[config.mk]
export PLATFORM = sky130hd
export DESIGN_NAME = dmem_arbiter
export DESIGN_NICKNAME = d
export VERILOG_FILES = /design/src/rtl/dmem_arbiter_pkg.sv /design/src/rtl/dmem_starve_cnt.sv /design/src/rtl/dmem_arbiter.sv
export SDC_FILE = /design/constraint.sdc
export NUM_CORES = 1
export LEC_CHECK = 0
export BUFFER_PORTS_ARGS = -buffer_cell sky130_fd_sc_hd__buf_4
export CAP_MARGIN = 40
export CORE_AREA = 2 2 229 231
export DETAILED_ROUTE_END_ITERATION = 6
export DIE_AREA = 0 0 231 233
export MAX_ROUTING_LAYER = met4
export PLACE_DENSITY = 0.34
export SYNTH_ARGS = -nofsm -noshare
export SYNTH_HDL_FRONTEND = slang
export SYNTH_SLANG_ARGS = --single-unit
[constraint.sdc]
create_clock -name clk -period 3.9 [get_ports clk]
set_input_delay 0.39 -clock clk [delete_from_list [all_inputs] [get_ports clk]]
set_output_delay 0.39 -clock clk [all_outputs]
set_load 0.005 [all_outputs]
[src/rtl/dmem_arbiter_pkg.sv]
// Shared definitions for the data-memory arbiter: owner encoding, starvation
// threshold default and the saturating-increment helper.
package dmem_arbiter_pkg;

    typedef enum logic [1:0] {
        OWN_NONE = 2'd0,
        OWN_CPU  = 2'd1,
        OWN_EXT  = 2'd2
    } owner_e;

    localparam int unsigned DMEM_MAX_WAIT_DEF = 32'd4;
    localparam int unsigned WAIT_CNT_W        = 32'd3;

    function automatic logic [WAIT_CNT_W-1:0] sat_inc(
        input logic [WAIT_CNT_W-1:0] val,
        input logic [WAIT_CNT_W-1:0] lim
    );
        if (val >= lim) begin
            return lim;
        end else begin
            return val + 3'd1;
        end
    endfunction

endpackage

[src/rtl/dmem_starve_cnt.sv]
// Saturating starvation counter for the host port: counts cycles an EXT
// request waits, clears when EXT is granted.
module dmem_starve_cnt
    import dmem_arbiter_pkg::*;
#(
    parameter int unsigned MAX_WAIT = DMEM_MAX_WAIT_DEF
) (
    input  logic                  clk,
    input  logic                  arst_n,
    input  logic                  inc_i,
    input  logic                  clr_i,
    output logic [WAIT_CNT_W-1:0] cnt_o
);

    localparam logic [WAIT_CNT_W-1:0] LIM = WAIT_CNT_W'(MAX_WAIT);

    logic [WAIT_CNT_W-1:0] cnt_q;
    logic [WAIT_CNT_W-1:0] cnt_d;

    // Next count: clear on grant takes precedence over a waiting increment.
    always_comb begin
        cnt_d = cnt_q;
        if (clr_i) begin
            cnt_d = 3'd0;
        end else if (inc_i) begin
            cnt_d = sat_inc(cnt_q, LIM);
        end else begin
            cnt_d = cnt_q;
        end
    end

    // Counter register.
    always_ff @(posedge clk or negedge arst_n) begin
        if (!arst_n) begin
            cnt_q <= 3'd0;
        end else begin
            cnt_q <= cnt_d;
        end
    end

    assign cnt_o = cnt_q;

endmodule

[src/rtl/dmem_arbiter.sv]
// Single-port SRAM arbiter between the CPU MEM stage and a host port, with
// CPU priority and a bounded starvation guarantee for the host.
module dmem_arbiter
    import dmem_arbiter_pkg::*;
#(
    parameter int unsigned DATA_W   = 32'd64,
    parameter int unsigned ADDR_W   = 32'd64,
    parameter int unsigned MAX_WAIT = DMEM_MAX_WAIT_DEF
) (
    input  logic              clk,
    input  logic              arst_n,
    input  logic              enable,
    input  logic              cpu_ren,
    input  logic              cpu_wen,
    input  logic [ADDR_W-1:0] cpu_addr,
    input  logic [DATA_W-1:0] cpu_wdata,
    output logic [DATA_W-1:0] cpu_rdata,
    output logic              cpu_stall,
    input  logic              ext_req,
    input  logic              ext_wen,
    input  logic [ADDR_W-1:0] ext_addr,
    input  logic [DATA_W-1:0] ext_wdata,
    output logic [DATA_W-1:0] ext_rdata,
    output logic              ext_ack,
    output logic [ADDR_W-1:0] mem_addr,
    output logic [DATA_W-1:0] mem_wdata,
    output logic              mem_ren,
    output logic              mem_wen,
    input  logic [DATA_W-1:0] mem_rdata
);

    localparam logic [WAIT_CNT_W-1:0] WAIT_LIM = WAIT_CNT_W'(MAX_WAIT);

    owner_e                owner_q;
    owner_e                owner_d;
    logic                  ext_ack_q;
    logic [DATA_W-1:0]     cpu_rdata_q;
    logic [DATA_W-1:0]     ext_rdata_q;
    logic                  cpu_req_s;
    logic                  ext_req_s;
    logic                  grant_cpu_s;
    logic                  grant_ext_s;
    logic [WAIT_CNT_W-1:0] wait_cnt_s;

    // Request qualification and grant; the host cannot be regranted in its own ack cycle.
    always_comb begin
        cpu_req_s = enable & (cpu_ren | cpu_wen);
        ext_req_s = ext_req & (owner_q != OWN_EXT);
        if (cpu_req_s && ext_req_s) begin
            grant_ext_s = (wait_cnt_s == WAIT_LIM);
            grant_cpu_s = (wait_cnt_s != WAIT_LIM);
        end else begin
            grant_cpu_s = cpu_req_s;
            grant_ext_s = ext_req_s;
        end
        if (grant_cpu_s) begin
            owner_d = OWN_CPU;
        end else if (grant_ext_s) begin
            owner_d = OWN_EXT;
        end else begin
            owner_d = OWN_NONE;
        end
        cpu_stall = cpu_req_s & ~grant_cpu_s;
    end

    // SRAM port steering from the granted requester; idle port is all-zero.
    always_comb begin
        mem_addr  = {ADDR_W{1'b0}};
        mem_wdata = {DATA_W{1'b0}};
        mem_ren   = 1'b0;
        mem_wen   = 1'b0;
        case (owner_d)
            OWN_CPU: begin
                mem_addr  = cpu_addr;
                mem_wdata = cpu_wdata;
                mem_ren   = cpu_ren;
                mem_wen   = cpu_wen;
            end
            OWN_EXT: begin
                mem_addr  = ext_addr;
                mem_wdata = ext_wdata;
                mem_ren   = ~ext_wen;
                mem_wen   = ext_wen;
            end
            default: begin
                mem_addr  = {ADDR_W{1'b0}};
                mem_wdata = {DATA_W{1'b0}};
                mem_ren   = 1'b0;
                mem_wen   = 1'b0;
            end
        endcase
    end

    dmem_starve_cnt #(
        .MAX_WAIT (MAX_WAIT)
    ) u_starve_cnt (
        .clk    (clk),
        .arst_n (arst_n),
        .inc_i  (ext_req_s & ~grant_ext_s),
        .clr_i  (grant_ext_s),
        .cnt_o  (wait_cnt_s)
    );

    // Owner, ack and read-data hold registers; reset drops any in-flight response.
    always_ff @(posedge clk or negedge arst_n) begin
        if (!arst_n) begin
            owner_q     <= OWN_NONE;
            ext_ack_q   <= 1'b0;
            cpu_rdata_q <= {DATA_W{1'b0}};
            ext_rdata_q <= {DATA_W{1'b0}};
        end else begin
            owner_q   <= owner_d;
            ext_ack_q <= grant_ext_s;
            if (owner_q == OWN_CPU) begin
                cpu_rdata_q <= mem_rdata;
            end
            if (owner_q == OWN_EXT) begin
                ext_rdata_q <= mem_rdata;
            end
        end
    end

    assign ext_ack   = ext_ack_q;
    assign cpu_rdata = (owner_q == OWN_CPU) ? mem_rdata : cpu_rdata_q;
    assign ext_rdata = (owner_q == OWN_EXT) ? mem_rdata : ext_rdata_q;

endmodule

==> impl_metrics.toml, run 1 <==
[run_status]
run_status = "finished, final reports clean"

[power_and_ir_drop]
leakage_nw = 6.22
power.ir.vdd_worst_mv = 0.232
power-per-cell-area_nw_per_um2 = 423

[detailed_routing]
wirelength_routed_um = 48100
wl_per_cell_um = 25.7
antenna_violating_nets_post_route = 0
viasPerCell = 3.87
drtPass1Iterations = 4
drc = 0
drt_iter0_drc = 400
route.vias.total = 7245

[timing]
layout_setup_ws_ps = 717
fin_tns_setup_ps = 0
max_freq_ghz = 0.314
worstMarginPinSlew_ps = 713
fin_crit_ps = 3180
slew_viol_final = 0
unrepaired_setup_endpoints_after_global_routing = "false"
layout_worst_path_cycle_share = 0.816
hold_violations = 0
worst_rel_slew_slack = 0.525
finalSetupViolations = 0
finalClockSkew_ps = 21.0

[setup_path]
crit_arrival_ps = 2790
criticalPathCategory = "reg2out"
worst_path_max_delay_cell = "sky130_fd_sc_hd__a31oi_4"
cp_slowest_stage_delay_ps = 600
worst_ep_required_time_ps = 3510
path_delay_family = "compound AO/OA/AOI/OAI gates"
crit_path_start_kind = "flop"
critical_path.max_fanout = 46
crit_chain = "nand2b_2 -> a31oi_4 -> buf_12 -> a22o_1 -> buf_4"
worst_setup_path_end_kind = "output port"
critical_path_buf_inv_count = 2

[logic_synthesis]
synthesis.nets = 927
seq_area_frac_synth = 0.513
synth-seq-cells = 134
netlist_top_cells_area = "sky130_fd_sc_hd__dfrtp_1, sky130_fd_sc_hd__a22o_1, sky130_fd_sc_hd__nand2_1, sky130_fd_sc_hd__mux2_2, sky130_fd_sc_hd__buf_6"
yosysWarningCount = 0
post_synth.cell_area_avg_um2 = 10.9
netlist_instances = 598
yosysTopAreaCellShare = 0.513
post_syn_area_um2 = 6540
yosys.area.top_type = "sky130_fd_sc_hd__dfrtp_1"
synth_cell_type_count = 24

[grt]
grt_use_total = 0.175
pin_count_of_the_biggest_net_entering_global_routing = 80
grt_overflow_total = 0
antenna_found_initial = 11
number_of_global_route_vias_before_repair = 7435
grt_first_pass_wirelength_um = 63100

[clocking]
worstSkewPairLatency_ps = 440
tritoncts = "yes"
htree_levels = 4
cts_inserted_buffers = 17
clockRootBuffer = "sky130_fd_sc_hd__clkbuf_16"
buffers_from_clock_root_to_sink_at_most = 2
clkSlewWorstSetupHoldPaths_ps = 70
clock_sinks = 134

[cells_and_area]
multiInputGateArea_um2 = 2790
drive_gt1_frac = 0.595
fin_nets = 1498
area.sequential_um2 = 3350
n_fill_cell = 5578
area.growth.synth_to_final_pct = 87.2

[placed_design]
count_of_buffers_inserted_at_the_top_level_ports = 586
place.gp.congestion = 0.982
pre_cts_slack_ps = 1090
detailedPlacementHpwl_um = 39600

[floorplan]
design.core.area_um2 = 51100
die_wd_um = 231
die_h_um = 233
dieArea_um2 = 53800
std_cell_rows = 83
floorplan.initialDensity = 0.128
num_io_pins = 587

[flow_run]
maxCapViolations = 0

[worst_hold_path]
min-delay-path-class = "in2reg"
[routing by layer]
| layer | vias to the layer above | track usage | part of all wire |
|---|---|---|---|
| met4 | 0 | 0.0470 | 0.019 |
| met2 | 351 | 0.317 | 0.54 |
| met1 | 3584 | 0.186 | 0.37 |
| met5 | - | - | 0 |
| met3 | 33 | 0.0509 | 0.075 |
| li1 | 3277 | - | - |
[synth_stat cells]
cell type and count:
sky130_fd_sc_hd__dfrtp_1 134, sky130_fd_sc_hd__inv_1 4, sky130_fd_sc_hd__ha_1 2, sky130_fd_sc_hd__nor4_1 1
sky130_fd_sc_hd__and2_4 1, sky130_fd_sc_hd__buf_2 21, sky130_fd_sc_hd__o41ai_1 1, sky130_fd_sc_hd__nand2b_1 1
sky130_fd_sc_hd__clkbuf_1 3, sky130_fd_sc_hd__mux2_2 65, sky130_fd_sc_hd__o21ai_4 1, sky130_fd_sc_hd__nor3_1 2
sky130_fd_sc_hd__o32ai_1 1, sky130_fd_sc_hd__buf_6 24, sky130_fd_sc_hd__a22o_1 129, sky130_fd_sc_hd__o22ai_1 1
sky130_fd_sc_hd__nor2b_1 2, sky130_fd_sc_hd__o21ai_0 2, sky130_fd_sc_hd__a31oi_4 1, sky130_fd_sc_hd__o211a_1 2
sky130_fd_sc_hd__nor2_1 1, sky130_fd_sc_hd__o211ai_1 1, sky130_fd_sc_hd__buf_4 2, sky130_fd_sc_hd__nand2_1 196
[where the power goes]
| group | internal, mW | total, mW | switching, mW |
|---|---|---|---|
| logic | 0.950 | 1.77 | 0.820 |
| registers | 1.66 | 1.72 | 0.0657 |
| clock network | 1.01 | 1.68 | 0.672 |
| total | 3.62 | 5.18 | 1.56 |
[kinds of logic (layout without fill, tap and decap cells)]
group,Yosys count,count (layout),share of synthesized area
muxes,65,65,0.112
and+or+nand+nor,204,204,0.120
DFF,134,134,0.513
AOI/OAI and AO/OA,139,139,0.188
adders and majority gates,2,2,0.00383
other,0,11,0
buffers and inverters,54,638,0.0637
[final timing paths]
check                           cells after the start  slack (ps)               endpoint             from
worst max-delay path                                5         720           mem_addr[12]       owner_q[0]
worst min-delay path                                3         170        ext_rdata_q[46]    mem_rdata[46]
worst max register to register                      4        2060        ext_rdata_q[63]       owner_q[0]
worst min register to register                      2         470        ext_rdata_q[11]  ext_rdata_q[11]
max in group asynchronous                           4        2530  u_starve_cnt.cnt_o[1]           arst_n
min in group asynchronous                           2         320        ext_rdata_q[33]           arst_n
[cell usage in the layout (no fill, tap or decap), types with 2 or more instances in the layout]
cell type / n
sky130_fd_sc_hd__buf_4: 595
sky130_fd_sc_hd__nand2_1: 196
sky130_fd_sc_hd__dfrtp_1: 134
sky130_fd_sc_hd__a22o_1: 129
sky130_fd_sc_hd__mux2_2: 65
sky130_fd_sc_hd__clkbuf_16: 17
sky130_fd_sc_hd__diode_2: 11
sky130_fd_sc_hd__inv_1: 4
sky130_fd_sc_hd__clkinvlp_4: 4
sky130_fd_sc_hd__clkinv_4: 4
sky130_fd_sc_hd__buf_12: 4
sky130_fd_sc_hd__bufinv_16: 3
sky130_fd_sc_hd__nor2b_4: 2
sky130_fd_sc_hd__nor3_1: 2
sky130_fd_sc_hd__o21ai_0: 2
sky130_fd_sc_hd__ha_1: 2
sky130_fd_sc_hd__inv_6: 2
sky130_fd_sc_hd__clkbuf_1: 2
[worst register-to-register path: cells and delay by family, from the launching register on]
kind          cells  cell delay (ps)
flops             1              400
buf+inv           1              640
simple gates      3              740
[state kept, by name (all words and copies together), names as in the netlist]
register / flops
cpu_rdata_q: 64
ext_rdata_q: 64
u_starve_cnt.cnt_o: 3
owner_q: 2
ext_ack: 1
[stage by stage]
step	total power [mW]	cells	util	instance area (um^2)	hold WS (ps)
finish	5.18	1873	0.240	12200	174
floorplan	2.36	598	-	6540	94.4
CTS	5.30	1862	0.239	12200	139
detailed placement	3.55	1829	0.227	11600	219
global placement	3.56	1827	0.226	11600	460
global route	5.47	1871	0.239	12200	160
[area by class of cell]
cell class,count,share of cell area
timing repair buffer,602,0.375
sequential,134,0.274
multi-input combinational,410,0.228
tap,680,0.0695
clock buffer,19,0.0354
clock inverter,13,0.0141
antenna,11,0.00225
inverter,4,0.00123
[repair_timing]
| item | CTS | global route |
|---|---|---|
| gates resized for setup | 0 | 0 |
| hold endpoints to repair | 11 | 0 |
| setup buffers | 0 | 0 |
| hold buffers | 1 | 0 |
No activity file was read; power rests on OpenSTA's default activity.
==> inputs of run 2 (changes only) <==
--- a/config.mk
+++ b/config.mk
@@ -7,11 +7,11 @@
 export LEC_CHECK = 0
 export BUFFER_PORTS_ARGS = -buffer_cell sky130_fd_sc_hd__buf_4
 export CAP_MARGIN = 40
-export CORE_AREA = 2 2 229 231
+export CORE_AREA = 2 2 226 228
 export DETAILED_ROUTE_END_ITERATION = 6
-export DIE_AREA = 0 0 231 233
+export DIE_AREA = 0 0 228 230
 export MAX_ROUTING_LAYER = met4
-export PLACE_DENSITY = 0.34
+export PLACE_DENSITY = 0.36
 export SYNTH_ARGS = -nofsm -noshare
 export SYNTH_HDL_FRONTEND = slang
 export SYNTH_SLANG_ARGS = --single-unit
==> constraint.sdc (replaced) <==
create_clock -name clk -period 2.71 [get_ports clk]
set_input_delay 0.271 -clock clk [delete_from_list [all_inputs] [get_ports clk]]
set_output_delay 0.271 -clock clk [all_outputs]
set_load 0.005 [all_outputs]
==> run 2 against run 1 <==
  * Sequential cell count is the same
  * Count of clock-buffer cells in the layout grew 2
  * Die area shrank 2.6%
  * Total power grew 41%
  * Sequential share of layout area shrank 0.11 points
  * Register-to-register slack lost 970 ps
  * Critical path depth grew 2
  * Non-clock buffer count grew 5
  * Sequential power grew 44%
  * Critical path type unchanged
  * Critical endpoint is now mem_addr[38]
  * Largest cell class unchanged
==> impl_metrics.toml, run 2 (synthesized netlist as in run 1, its figures left out) <==
[run_status]
run_status = "finished, final reports clean"

[setup_path]
crit_chain = "inv_1 -> ha_4 -> and2_4 -> o211a_4 -> buf_12 -> a22o_1 -> buf_4"
critical_path_buf_inv_count = 3
r2r_slack_ps = 1090
worst_path_max_delay_cell = "sky130_fd_sc_hd__dfrtp_1"
path_delay_family = "buffers and inverters"
critical_path.max_fanout = 54
timing.reg2reg.worst_path_depth = 4
worst_ep_required_time_ps = 2440
cp_slowest_stage_delay_ps = 380
path_depth = 7
crit_arrival_ps = 2340
crit_path_start_kind = "flop"
worst_setup_path_end_kind = "output port"
criticalPathCategory = "reg2out"

[detailed_routing]
viasPerCell = 3.89
route.vias.total = 7252
wl_per_cell_um = 25.5
drt_iter0_drc = 475
wirelength_routed_um = 47600
drc = 0
drtPass1Iterations = 4
antenna_violating_nets_post_route = 0

[clocking]
htree_levels = 4
clkSlewWorstSetupHoldPaths_ps = 60
tritoncts = "yes"
cts_inserted_buffers = 17
clockRootBuffer = "sky130_fd_sc_hd__clkbuf_16"
clock_sinks = 134
buffers_from_clock_root_to_sink_at_most = 2
worstSkewPairLatency_ps = 430

[placed_design]
place.gp.congestion = 0.967
place_area_um2 = 11600
count_of_buffers_inserted_at_the_top_level_ports = 586
placed_cells = 1822
detailedPlacementHpwl_um = 38900

[cells_and_area]
fin_cells = 1865
layout.cell_area.non_filler_um2 = 12300
final_cell_mix = "sky130_fd_sc_hd__buf_4, sky130_fd_sc_hd__nand2_1, sky130_fd_sc_hd__dfrtp_1"
final_core_utilization = 0.246
area.growth.synth_to_final_pct = 87.9
drive_gt1_frac = 0.598
leading_cell_type_in_the_layout_fill_and_taps_excluded = "sky130_fd_sc_hd__buf_4"
fin_nets = 1503

[grt]
pin_count_of_the_biggest_net_entering_global_routing = 68
number_of_global_route_vias_before_repair = 7475
grt_first_pass_wirelength_um = 63900
grt_use_total = 0.180
grt_overflow_total = 0
antenna_found_initial = 9

[timing]
worstMarginPinSlew_ps = 659
fin_tns_setup_ps = 0
fin_crit_ps = 2610
finalSetupViolations = 0
max_freq_ghz = 0.383
worst_rel_slew_slack = 0.561
layout_worst_path_cycle_share = 0.965
hold_violations = 0
finalClockSkew_ps = 9.72
slew_viol_final = 0

[power_and_ir_drop]
leakage_nw = 6.26
power-per-cell-area_nw_per_um2 = 592
total_power_mw = 7.28
power.ir.vdd_worst_mv = 0.399

[floorplan]
die_wd_um = 228
die_h_um = 230
floorplan.initialDensity = 0.131
dieArea_um2 = 52400
std_cell_rows = 82
design.core.area_um2 = 49900
num_io_pins = 587

[worst_hold_path]
min-delay-path-class = "in2reg"
whs_path_depth = 3

[flow_run]
maxCapViolations = 0
## run 2: per-layer routing
metal | vias to the layer above | global-route usage | routed length, um
li1 | 3289 | - | -
met5 | - | - | 0
met4 | 0 | 0.0686 | 1520
met2 | 371 | 0.311 | 24700
met3 | 43 | 0.0506 | 3450
met1 | 3549 | 0.197 | 18000
## run 2: through the flow
stage	setup slack (ps)	hold WS (ps)
2_1_floorplan	969	-24.6
3_3_place_gp	493	342
3_5_place_dp	471	341
4_1_cts	28.8	18.8
5_1_grt	-1.01	29.6
6_report	95.8	53.3
## run 2: tightest hold or removal path, delay by kind of cell
family,cells,cell delay [ps]
simple gates,2,110
buf+inv,1,80
## run 2: final timing paths
path / from / endpoint
worst max-delay path: u_starve_cnt.cnt_o[0] / mem_addr[38]
worst min-delay path: mem_rdata[23] / ext_rdata_q[23]
worst max register to register: owner_q[0] / u_starve_cnt.cnt_o[1]
worst min register to register: ext_rdata_q[6] / ext_rdata_q[6]
max in group asynchronous: arst_n / u_starve_cnt.cnt_o[1]
min in group asynchronous: arst_n / ext_rdata_q[21]
## run 2: repair_timing
| action | CTS | global route |
|---|---|---|
| endpoints found under the hold margin | 60 | 0 |
| hold buffers | 1 | 0 |
| setup buffers | 2 | 0 |
| setup endpoints to repair | 4 | 42 |
| gates resized for setup | 0 | 6 |
| pin swaps | 1 | 1 |
| cloned | 1 | 1 |
## run 2: area by class of cell
type                       instances  area [um^2]
clock buffer                      21          470
inverter                           4         15.0
clock inverter                    11         88.8
timing repair buffer             607         4700
sequential                       134         3350
multi-input combinational        410         2810
fill                            5492        37600
antenna                            6         15.0
tap                              672          841
## run 2: report_power, final
part           internal (mW)  switching, mW  total [mW]
clock                   1.25          0.944        2.20
combinational           1.40           1.20        2.60
sequential              2.39         0.0975        2.48
total                   5.04           2.24        7.28
